## src/rtl/morse_pulse_classifier_if.sv

```systemverilog
// Key input and symbol output bundle for the Morse pulse classifier.
// The slave side is the classifier; the master side drives the key and
// consumes the symbols.
interface morse_pulse_classifier_if;
  logic       serial_inp;
  logic [1:0] parallel_out;
  logic       sym_valid;
  logic       busy;
  logic       overrun;

  modport master (
    output serial_inp,
    input  parallel_out,
    input  sym_valid,
    input  busy,
    input  overrun
  );

  modport slave (
    input  serial_inp,
    output parallel_out,
    output sym_valid,
    output busy,
    output overrun
  );
endinterface

```

## src/rtl/morse_pulse_classifier.sv

```systemverilog
// Morse key pulse classifier: times key-down (mark) and key-up (space)
// intervals in prescaled ticks and emits dot / dash / end-of-character codes.
//
// state | meaning
// ------+--------------------------------------------------------------
// IDLE  | no character in progress, waiting for key down
// MARK  | key down, counting mark ticks (saturating at 255)
// SPACE | key up after a symbol, counting gap ticks toward end-of-char
module morse_pulse_classifier #(
  parameter int unsigned TICK_DIV    = 50000,
  parameter int unsigned MIN_MARK    = 1,
  parameter int unsigned DASH_MIN    = 3,
  parameter int unsigned CHAR_GAP    = 3,
  parameter int unsigned HOLD_CYCLES = 65536
) (
  input logic                      clk,
  input logic                      rst,
  morse_pulse_classifier_if.slave  bus
);

  localparam int PW = $clog2(TICK_DIV);
  localparam int HW = $clog2(HOLD_CYCLES + 1);
  localparam logic [PW-1:0] PRESC_LOAD = PW'(TICK_DIV - 1);
  localparam logic [HW-1:0] HOLD_LOAD  = HW'(HOLD_CYCLES - 1);

  localparam logic [1:0] CODE_NONE = 2'b00;
  localparam logic [1:0] CODE_DOT  = 2'b01;
  localparam logic [1:0] CODE_DASH = 2'b10;
  localparam logic [1:0] CODE_EOC  = 2'b11;

  typedef enum logic [1:0] {
    ST_IDLE  = 2'd0,
    ST_MARK  = 2'd1,
    ST_SPACE = 2'd2
  } state_t;

  state_t          state;
  state_t          state_nxt;
  logic            sync1;
  logic            key_s;
  logic [PW-1:0]   presc;
  logic            tick;
  logic [7:0]      mark_cnt;
  logic [7:0]      gap_cnt;
  logic            from_space;
  logic            from_space_nxt;
  logic            enter;
  logic            emit;
  logic [1:0]      emit_code;
  logic            gap_last;
  logic [HW-1:0]   hold_cnt;
  logic [1:0]      code_q;
  logic            valid_q;
  logic            overrun_q;

  assign tick     = (presc == '0);
  assign gap_last = (({24'd0, gap_cnt} + 32'd1) >= CHAR_GAP);

  // Two-flop synchronizer on the asynchronous key input.
  always_ff @(posedge clk) begin
    if (!rst) begin
      sync1 <= 1'b0;
      key_s <= 1'b0;
    end else begin
      sync1 <= bus.serial_inp;
      key_s <= sync1;
    end
  end

  // State register and the from_space marker for glitch handling.
  always_ff @(posedge clk) begin
    if (!rst) begin
      state      <= ST_IDLE;
      from_space <= 1'b0;
    end else begin
      state      <= state_nxt;
      from_space <= from_space_nxt;
    end
  end

  // Next-state decode; enter restarts the prescaler on every MARK/SPACE entry.
  always_comb begin
    state_nxt      = state;
    from_space_nxt = from_space;
    enter          = 1'b0;
    emit           = 1'b0;
    emit_code      = CODE_NONE;
    case (state)
      ST_IDLE: begin
        if (key_s) begin
          state_nxt      = ST_MARK;
          from_space_nxt = 1'b0;
          enter          = 1'b1;
        end
      end
      ST_MARK: begin
        if (!key_s) begin
          if ({24'd0, mark_cnt} < MIN_MARK) begin
            // Glitch: drop it; resume gap timing only if a character is open.
            state_nxt = from_space ? ST_SPACE : ST_IDLE;
            enter     = from_space;
          end else begin
            emit      = 1'b1;
            emit_code = ({24'd0, mark_cnt} >= DASH_MIN) ? CODE_DASH : CODE_DOT;
            state_nxt = ST_SPACE;
            enter     = 1'b1;
          end
        end
      end
      ST_SPACE: begin
        if (key_s) begin
          state_nxt      = ST_MARK;
          from_space_nxt = 1'b1;
          enter          = 1'b1;
        end else if (tick && gap_last) begin
          emit      = 1'b1;
          emit_code = CODE_EOC;
          state_nxt = ST_IDLE;
        end
      end
      default: begin
        state_nxt = ST_IDLE;
      end
    endcase
  end

  // Tick prescaler as a down-counter; tick fires on terminal count zero.
  always_ff @(posedge clk) begin
    if (!rst) begin
      presc <= '0;
    end else if (enter) begin
      presc <= PRESC_LOAD;
    end else if (state != ST_IDLE) begin
      presc <= tick ? PRESC_LOAD : presc - 1'b1;
    end
  end

  // Saturating mark and gap tick counters, cleared on entry to their state.
  always_ff @(posedge clk) begin
    if (!rst) begin
      mark_cnt <= '0;
      gap_cnt  <= '0;
    end else begin
      if (enter && state_nxt == ST_MARK) begin
        mark_cnt <= '0;
      end else if (state == ST_MARK && tick && mark_cnt != 8'hFF) begin
        mark_cnt <= mark_cnt + 8'd1;
      end
      if (enter && state_nxt == ST_SPACE) begin
        gap_cnt <= '0;
      end else if (state == ST_SPACE && tick && gap_cnt != 8'hFF) begin
        gap_cnt <= gap_cnt + 8'd1;
      end
    end
  end

  // Symbol output with hold timer; a new symbol during hold sets overrun.
  always_ff @(posedge clk) begin
    if (!rst) begin
      code_q    <= CODE_NONE;
      valid_q   <= 1'b0;
      hold_cnt  <= '0;
      overrun_q <= 1'b0;
    end else if (emit) begin
      code_q   <= emit_code;
      valid_q  <= 1'b1;
      hold_cnt <= HOLD_LOAD;
      if (hold_cnt != '0) begin
        overrun_q <= 1'b1;
      end
    end else begin
      valid_q <= 1'b0;
      if (hold_cnt != '0) begin
        hold_cnt <= hold_cnt - 1'b1;
      end else begin
        code_q <= CODE_NONE;
      end
    end
  end

  assign bus.parallel_out = code_q;
  assign bus.sym_valid    = valid_q;
  assign bus.overrun      = overrun_q;
  assign bus.busy         = (state != ST_IDLE);

endmodule
```

## src/flat_wrapper.sv

```systemverilog
// flat-port wrapper written by rule: the top's interface ports become plain ports
module morse_pulse_classifier_flat 
#(
  parameter int unsigned TICK_DIV    = 50000,
  parameter int unsigned MIN_MARK    = 1,
  parameter int unsigned DASH_MIN    = 3,
  parameter int unsigned CHAR_GAP    = 3,
  parameter int unsigned HOLD_CYCLES = 65536
)
  (clk, rst, bus_serial_inp, bus_parallel_out, bus_sym_valid, bus_busy, bus_overrun);
  morse_pulse_classifier_if bus_i ();
  input logic clk;
  input logic rst;
  input wire logic [$bits(bus_i.serial_inp)-1:0] bus_serial_inp;
  output wire logic [$bits(bus_i.parallel_out)-1:0] bus_parallel_out;
  output wire logic [$bits(bus_i.sym_valid)-1:0] bus_sym_valid;
  output wire logic [$bits(bus_i.busy)-1:0] bus_busy;
  output wire logic [$bits(bus_i.overrun)-1:0] bus_overrun;
  assign bus_i.serial_inp = bus_serial_inp;
  assign bus_parallel_out = bus_i.parallel_out;
  assign bus_sym_valid = bus_i.sym_valid;
  assign bus_busy = bus_i.busy;
  assign bus_overrun = bus_i.overrun;
  morse_pulse_classifier #(.TICK_DIV(TICK_DIV), .MIN_MARK(MIN_MARK), .DASH_MIN(DASH_MIN), .CHAR_GAP(CHAR_GAP), .HOLD_CYCLES(HOLD_CYCLES)) u_core (.clk(clk), .rst(rst), .bus(bus_i));
endmodule
```

## config.mk

```make
export PLATFORM = sky130hd
export DESIGN_NAME = morse_pulse_classifier_flat
export DESIGN_NICKNAME = d
export VERILOG_FILES = /design/src/rtl/morse_pulse_classifier_if.sv /design/src/rtl/morse_pulse_classifier.sv /design/src/flat_wrapper.sv
export SDC_FILE = /design/constraint.sdc
export NUM_CORES = 1
export LEC_CHECK = 0
export ABC_AREA = 0
export ABC_CLOCK_PERIOD_IN_PS = 2050
export CAP_MARGIN = 15
export CELL_PAD_IN_SITES_DETAIL_PLACEMENT = 1
export CELL_PAD_IN_SITES_GLOBAL_PLACEMENT = 1
export CORE_MARGIN = 2
export CORE_UTILIZATION = 44
export CTS_CLUSTER_SIZE = 16
export DETAILED_ROUTE_END_ITERATION = 6
export DONT_BUFFER_PORTS = 1
export HOLD_SLACK_MARGIN = 0.1
export PLACE_DENSITY_LB_ADDON = 0.1
export REMOVE_ABC_BUFFERS = 1
export SLEW_MARGIN = 25
export SYNTH_ARGS = -nofsm -noshare
export SYNTH_HDL_FRONTEND = slang
export SYNTH_SLANG_ARGS = --single-unit
```

## constraint.sdc

```tcl
create_clock -name clk -period 2.05 [get_ports clk]
set_input_delay 0.1025 -clock clk [delete_from_list [all_inputs] [get_ports clk]]
set_output_delay 0.1025 -clock clk [all_outputs]
set_load 0.1 [all_outputs]
```

; After elaboration in Yosys (flattened, before gate mapping)
; Cells that the tools add are included.
[word_totals]
ff_bits = 58
output_inout_bits = 5
word_cells = 85
[op_classes]
n_addsub = 5
n_lt_le_gt_ge = 3
n_eq_ne = 9
n_mux = 33
bitwise_logic = 1
reduce_logical = 21
[ops]
columns = cell, n
row1 = $mux W16, 5
row2 = $ge A32 B2 Y1 const B, 1
row3 = $mux W2, 13
row4 = $reduce_bool A17 Y1, 1
row5 = $sub A17 B1 Y17 const B, 1
row6 = $add A8 B1 Y8 const B, 2
row7 = $logic_not A16 Y1, 1
row8 = $ne A8 B8 Y1 const B, 2
row9 = $sub A16 B1 Y16 const B, 1
row10 = $mux W1, 10
row11 = $reduce_or A2 Y1, 5
row12 = $add A8 B1 Y9 const B, 1
row13 = $ge A8 B2 Y1 const B, 1
row14 = $lt A8 B1 Y1 const B, 1
row15 = $reduce_bool A2 Y1, 4
row16 = $logic_and A1 B1 Y1, 7
row17 = $ne A2 B1 Y1 const B, 3
row18 = $pmux W1 S2, 3
row19 = $pmux W2 S3, 1
row20 = $eq A2 B1 Y1 const B, 2
row21 = $eq A2 B2 Y1 const B, 2
row22 = $pmux W2 S2, 1
row23 = $reduce_and A3 Y1, 1
row24 = $logic_not A2 Y1, 1
row25 = 2 further kinds, 2

; Longest topological paths before layout
; Gate-level depths: netlist of the first run.
[logic_depth]
depth_word = 9
depth_mapped = 9

; Worst setup path after synthesis of the first run
; OpenSTA, ideal clock, no wires.
[synth_timing]
path_kind = register to register
from = register u_core.state[0]
to = register u_core.presc[15]
setup_time_ns = 0.133
arrival_time_ns = 2.402
required_time_ns = 1.917
setup_slack_ns = -0.485
stages_incl_launch_ff = 9
n_path_buf = 0
synth_period_minus_slack_ns = 2.535
path_cell_list = dfxtp_1 -> inv_1 -> ha_1 -> inv_1 -> nand3_1 -> or3_1 -> nor3_1 -> xnor2_1 -> a21oi_1
[synth_between]
elab_cells_between_ends = 8
classes_between = eq/ne: 2 / mux: 2 / reduce/logical: 4
[synth_rtl]
columns = element, line_no
row1 = from (decl), morse_pulse_classifier.sv:37  ; state_t state;
row2 = from (signal assigned), morse_pulse_classifier.sv:76  ; state <= state_nxt;
row3 = $reduce_bool A2 Y1, n/a
row4 = net bus_busy, flat_wrapper.sv:17  ; output wire logic [$bits(bus_i.busy)-1:0] bus_busy;
row5 = $reduce_bool A2 Y1 (no source line), n/a
row6 = to (signal assigned), morse_pulse_classifier.sv:134  ; presc <= tick ? PRESC_LOAD : presc - 1'b1;
row7 = to (decl), morse_pulse_classifier.sv:41  ; logic [PW-1:0] presc;
; The timed path passes the listed nets, and every way through them passes these cells.
; A chain may end at the register's enable or synchronous reset.

; Worst setup path in the final report of the first run
[layout_timing]
from = register u_core.gap_cnt[1]
to = register u_core.hold_cnt[0]
[layout_between]
elab_chain_cells = 7
elab_cells_between_ends = 8
classes_between = add/sub: 1 / order compare: 1 / mux: 4 / reduce/logical: 2
[layout_rtl]
columns = element, line_no
row1 = from (decl), morse_pulse_classifier.sv:44  ; logic [7:0] gap_cnt;
row2 = from (signal assigned), morse_pulse_classifier.sv:152  ; gap_cnt <= gap_cnt + 8'd1;
row3 = $add A8 B1 Y9 (*), morse_pulse_classifier.sv:57  ; assign gap_last = (({24'd0, gap_cnt} + 32'd1) >= CHAR_GAP);
row4 = $ge A32 B2 Y1 (*), morse_pulse_classifier.sv:57
row5 = $logic_and A1 B1 Y1 (*), morse_pulse_classifier.sv:115  ; end else if (tick && gap_last) begin
row6 = $mux W1 (*), morse_pulse_classifier.sv:115
row7 = $mux W1 (*), morse_pulse_classifier.sv:111  ; if (key_s) begin
row8 = $pmux W1 S2 (*), morse_pulse_classifier.sv:88  ; case (state)
row9 = $mux W16 or $reduce_bool A2 Y1 (tied branches), n/a
row10 = to (signal assigned), morse_pulse_classifier.sv:174  ; hold_cnt <= hold_cnt - 1'b1;
row11 = to (decl), morse_pulse_classifier.sv:51  ; logic [HW-1:0] hold_cnt;
; Mark *: on every way between the ends. The rest lies on a longest branch, timed or not.

==> flow_metrics.tcl, run 1 <==
set metrics [dict create \
    rsz0062_at_grt "yes" \
    critPathTopFamily "simple AND/OR/NAND/NOR gates" \
    drc_errors 0 \
    ioPinCount 8 \
    finalHoldViolCount 0 \
    cp-start-kind "register" \
    min_to "u_core.from_space" \
    clk_pin_slew_ns 0.07 \
    max-vdd-ir-drop_v 0.000371 \
    fin_nets 440 \
    hp-start "rst" \
    r2r_start "u_core.gap_cnt[1]" \
    grt_max_degree 22 \
    cp_max_fo 10 \
    diodes 0 \
    cp_slowest_stage_delay_ns 0.34 \
    drive_above_1_share 0.382 \
    p_int_mw 2.48 \
    cts_tree "done" \
    synthToLayoutAreaGrowth_pct 38.9 \
    holdWs_ns 0.185 \
    grt_pass1_vias 2942 \
    gr-usage-all-layers 0.242 \
    yosys_warnings 0 \
    crit_path_frequent_cell "buf_4" \
    setup_viol 39 \
    ctsRootBufferMaster "clkbuf_8" \
    rows 30 \
    fin_crit_sh 1.10 \
    synth-edff-count 0 \
    async_reset_ff_frac 0 \
    setup_tns_ns -5.08 \
    cp_data_required_time_ns 2.28 \
    insertion_delay_ns 0.35 \
    nFillCells 781 \
    r2r_cells 10 \
    wl_per_cell_um 17.9 \
    core_um2 6720 \
    final_common_cell "buf_4" \
    finalMaxSlewViolations 0 \
    status "finished with violations" \
    cp_num_buf_inv 4 \
    fp.dieW_um 86.8 \
    seqPwrFrac 0.373 \
    power.density_nw_per_um2 934 \
    fp.dieH_um 86.8 \
    antenna_left 0 \
    drt_iter0_drc 81 \
    ys_ff_latch 58 \
    htreeDepth 3 \
    worst-setup-path-type "reg2reg" \
    synth_ff_type "dfxtp_1" \
    final_util 0.623 \
    skew_ns 0.0131 \
    crit_path_end_kind "register" \
    grt_pass1_wl_um 14200 \
    netlist_area_um2 3010 \
    hp-class "in2reg" \
    worst_pin_slew_ns 0.576 \
    final_cell_mix "buf_4 (72), dfxtp_1 (51), nor2_1 (32)" \
    slowest_stage "dfxtp_2" \
    p_leak_nw 1.67 \
    drt-total-wl_um 9170 \
    overflow 0 \
    clockBufferDepth 2 \
    viasPerCell 5.41 \
    cts_buffers 9 \
    avgSynthCellArea_um2 8.76 \
    arrival_ns 2.49 \
    r2r_end "u_core.hold_cnt[0]" \
    sw_frac_of_total 0.365 \
    start_util 0.449 \
    comb_power_share 0.382 \
    report.power.total_mw 3.91 \
    portBuffers 0 \
    p_switching_mw 1.43 \
    syn_inst 344 \
    die_area_um2 7530 \
    dp_hpwl_um 5620 \
    num_vias 2770 \
    ys_seq_area_frac 0.385 \
    clock_power_share 0.245 \
    crit_chain "buf_6 > and4_4 > and2_4 > o311a_4 > nor4_4 > buf_4 > o41a_1 > buf_4 > clkbuf_16 > a21oi_1" \
    clock.fmax_ghz 0.442 \
    r2r_slack_ns -0.21 \
    antenna_found_initial 0 \
    worst_slack_ns -0.210 \
    clock_sinks 58 \
    failed_checks "setup timing" \
    slew_headroom 0.615 \
    period_needed_ns 2.26 \
    hold_path_depth 2 \
    netlist-cell-type-count 51 \
    drv_cap 0 \
    place_congestion 0.837 \
    firstDrtPassIters 4 \
]
registers in the layout, summed over array words and instances, names as in the netlist:
signal and cells:
u_core.hold_cnt 17, u_core.presc 16, u_core.gap_cnt 8, u_core.mark_cnt 8, u_core.bus.parallel_out 2, u_core.state 2
u_core.bus.overrun 1, u_core.bus.sym_valid 1, u_core.from_space 1, u_core.key_s 1, u_core.sync1 1
cell families after synthesis:
logic type / Yosys count / share of synthesized area
AO/OA/AOI/OAI: 60 / 0.139
AND/OR/NAND/NOR: 143 / 0.266
XOR/XNOR: 39 / 0.113
adder cells (fa/ha/maj): 10 / 0.0415
buffers and inverters: 29 / 0.0374
flip-flops: 58 / 0.385
multiplexers: 5 / 0.0170
power groups by stage:
stage,clock (mW),sequential (mW),combinational (mW)
5_1_grt,1.02,1.48,1.66
3_5_place_dp,0,1.47,1.33
4_1_cts,0.971,1.45,1.37
2_1_floorplan,0,1.45,0.945
3_3_place_gp,0,1.46,1.29
6_report,0.959,1.46,1.49
cell usage after synthesis (4+ instances only):
cell type  number  area share
nor2_1         37       0.046
nand3_1        13       0.022
a211oi_1        9       0.022
clkbuf_1        8       0.010
and3_1          4      0.0083
a21oi_1        23       0.038
xor2_1         16       0.046
nand2_1        25       0.031
and2_1          4      0.0083
dfxtp_1        58        0.39
a31oi_1         4      0.0083
ha_1           10       0.042
nor4_1          7       0.015
nor3_1         15       0.025
inv_1          18       0.022
nand4_1         4      0.0083
o21ai_0         5      0.0083
mux2i_1         4       0.013
xnor2_1        23       0.067
through the flow:
step	std cells	setup slack, ns	cell area, um2
2_1_floorplan	333	-0.511	2970
5_1_grt	512	-0.264	4190
3_3_place_gp	473	-0.0822	3530
3_5_place_dp	473	-0.208	3530
4_1_cts	498	-0.0153	3930
6_report	512	-0.210	4190
per-layer routing:
metal / track usage / part of all wire / up-vias / routed length, um
met5: 0 / 0 / - / 0
met4: 0.0852 / 0.016 / 0 / 146
met3: 0.0524 / 0.014 / 14 / 132
met2: 0.431 / 0.53 / 16 / 4870
met1: 0.286 / 0.44 / 1357 / 4020
li1: - / - / 1383 / -
repair_timing:
item	in CTS	in global routing
hold buffers	2	0
resized for setup	31	34
pin swaps	4	16
hold endpoints to repair	14	0
cloned	0	2
setup buffers	7	13
endpoints found under the setup margin	27	54
worst register-to-register path, stage by stage (launching register included):
cell and delay (ns):
dfxtp_2 0.34, buf_6 0.12, and4_4 0.17, and2_4 0.16
o311a_4 0.32, nor4_4 0.31, buf_4 0.17, o41a_1 0.17
buf_4 0.17, clkbuf_16 0.16, a21oi_1 0.06
cell type report:
| cell class | count | area (um2) | area share |
|---|---|---|---|
| clock buffers | 11 | 141 | 0.0338 |
| clock inverters | 5 | 30.0 | 0.00717 |
| inverters | 18 | 67.6 | 0.0161 |
| multi-input cells | 257 | 1980 | 0.473 |
| flip-flops and latches | 58 | 1170 | 0.279 |
| well taps | 80 | 100 | 0.0239 |
| repair buffers | 83 | 698 | 0.167 |
worst max-delay path by stage:
stage | start | to | slack, ns | cells after the start
floorplan | u_core.state[0] | u_core.presc[15] | -0.51 | 8
global route | u_core.gap_cnt[1] | u_core.hold_cnt[8] | -0.26 | 10
finish | u_core.gap_cnt[1] | u_core.hold_cnt[0] | -0.21 | 10
detailed placement | u_core.presc[0] | u_core.gap_cnt[0] | -0.21 | 8
CTS | u_core.gap_cnt[0] | u_core.gap_cnt[0] | -0.02 | 7
global placement | u_core.mark_cnt[7] | u_core.mark_cnt[2] | -0.08 | 6
(Power assumes the default switching activity.)
==> inputs of run 2 (changes only) <==
- ABC_CLOCK_PERIOD_IN_PS: 2050 -> 2150
- CORE_UTILIZATION: 44 -> 49
- CTS_BUF_LIST: not set -> sky130_fd_sc_hd__clkbuf_8 sky130_fd_sc_hd__clkbuf_16
- clock period: 2.05 -> 2.15 ns (I/O delays scaled with it)
==> run 2 against run 1 <==
Utilization rose by 1.8 points. Worst hold slack worse by 0.047 ns. Routed wire length is 7.4% lower. Global-route usage increased by 0.90 points. Clock skew is 0.00069 ns higher. Clock power rose by 19%. Fmax rose by 2.9%. Largest cell class unchanged. First-iteration DRC count shrank 17%. Critical endpoint is now u_core.mark_cnt[0]. Sequential share of layout area rose by 2.8 points. Critical path depth shrank 4. Cell count is 8.8% lower. The flow still finishes with violations (setup timing).
==> flow_metrics.tcl, run 2 (synthesis results as in run 1) <==
set metrics [dict create \
    cts_tree "done" \
    power.density_nw_per_um2 1010 \
    highest_layer "met4" \
    start_util 0.509 \
    synthToLayoutAreaGrowth_pct 26.0 \
    firstDrtPassIters 4 \
    clock.fmax_ghz 0.455 \
    fin_nets 400 \
    cp_slowest_stage_delay_ns 0.37 \
    report.power.total_mw 3.82 \
    dr_wl_met3_um 220 \
    viasPerCell 5.77 \
    skew_ns 0.0137 \
    crit_path_end_kind "register" \
    drt-total-wl_um 8490 \
    clk_pin_slew_ns 0.08 \
    drv_cap 0 \
    hp-class "in2reg" \
    wl_per_cell_um 18.2 \
    crit_path_frequent_cell "or3_4" \
    insertion_delay_ns 0.36 \
    place_ws_ns 0.0166 \
    worst_pin_slew_ns 0.492 \
    arrival_ns 2.41 \
    design_area_um2 3800 \
    gr-usage-all-layers 0.251 \
    largestRegisters "u_core.hold_cnt x17, u_core.presc x16" \
    place_area_um2 3320 \
    r2r_slack_ns -0.05 \
    holdWs_ns 0.138 \
    worst_slack_ns -0.0474 \
    largest_register "u_core.hold_cnt" \
    drt_iter0_drc 67 \
    cts_buffers 9 \
    p_leak_nw 1.44 \
    status "finished with violations" \
    antenna_left 0 \
    overflow 0 \
    diodes 0 \
    max-vdd-ir-drop_v 0.000607 \
    fp.dieH_um 82.4 \
    slew_headroom 0.669 \
    worst-setup-path-type "reg2reg" \
    placed_cells 441 \
    slowest_stage "or3_4" \
    finalHoldViolCount 0 \
    seqCellArea_um2 1170 \
    period_needed_ns 2.20 \
    core_um2 5920 \
    clock_sinks 58 \
    worstSetupStartpoint "u_core.mark_cnt[4]" \
    fin_cells 467 \
    grt_pass1_vias 2636 \
    cp_max_fo 5 \
    cp-start-kind "register" \
    failed_checks "setup timing" \
    cp_data_required_time_ns 2.36 \
    setup_tns_ns -0.135 \
    largest_reg_flops 17 \
    setup_viol 6 \
    dp_hpwl_um 5000 \
    grt_pass1_wl_um 12700 \
    ioPinCount 8 \
    clockBufferDepth 2 \
    portBuffers 0 \
    setup.worst_path.end "u_core.mark_cnt[0]" \
    antenna_found_initial 0 \
    r2r_start "u_core.mark_cnt[4]" \
    grt_max_degree 30 \
    crit_chain "nor4_4 > a41oi_2 > or3_4 > or3_4 > o221ai_4 > a211oi_2" \
    fp.dieW_um 82.4 \
    place_congestion 0.809 \
    r2r_cells 6 \
    nFillCells 687 \
    final_common_cell "dfxtp_1" \
    multi_input_area_um2 1910 \
    finalMaxSlewViolations 0 \
    die_area_um2 6790 \
    final_util 0.642 \
    ctsRootBufferMaster "clkbuf_8" \
    drive_above_1_share 0.260 \
    wl_met1_um 3770 \
    wl_met2_um 4300 \
    num_vias 2696 \
    final_cell_mix "dfxtp_1 (54), nor2_1 (37), buf_4 (36)" \
    htreeDepth 3 \
    rows 28 \
    drc_errors 0 \
    rsz0062_at_grt "yes" \
    r2r_end "u_core.mark_cnt[0]" \
    fin_crit_sh 1.02 \
]
run 2: worst min path at each step:
stage | to | slack [ns] | cells after the start | start
after floorplan | u_core.presc[1] | 0.23 | 1 | rst
after global placement | u_core.bus.overrun | 0.23 | 2 | rst
final | u_core.gap_cnt[7] | 0.14 | 4 | rst
after detailed placement | u_core.presc[1] | 0.23 | 1 | rst
after global routing | u_core.gap_cnt[7] | 0.15 | 4 | rst
after CTS | u_core.gap_cnt[4] | 0.13 | 4 | rst
run 2: critical path, delay by kind of cell (launching register included):
| kind | cells | cell delay, ns |
|---|---|---|
| AOI/OAI and AO/OA | 3 | 0.63 |
| DFF | 1 | 0.34 |
| and+or+nand+nor | 3 | 1.09 |
run 2: what timing repair did:
action                     CTS  global route
cloned                       1             0
hold buffers                 2             0
setup buffers                0             7
hold endpoints to repair    21             0
pin swaps                    1             9
resized for setup            2            36
setup endpoints to repair    9            36
run 2: layout make-up:
type                       count  share of cell area
multi-input combinational    258               0.503
sequential                    58               0.307
timing repair buffer          42              0.0906
clock buffer                   9              0.0326
clock inverter                 7              0.0247
tap                           75              0.0247
inverter                      18              0.0178
run 2: power by group:
group	switching [mW]	internal [mW]	total, mW
Sequential	0.159	1.24	1.40
Clock	0.489	0.649	1.14
Combinational	0.683	0.604	1.29
Total	1.33	2.49	3.82
run 2: metal layers:
metal / GRT usage / vias up
li1: - / 1310
met1: 0.295 / 1321
met2: 0.427 / 44
met3: 0.0685 / 21
met4: 0.110 / 0
met5: 0 / -
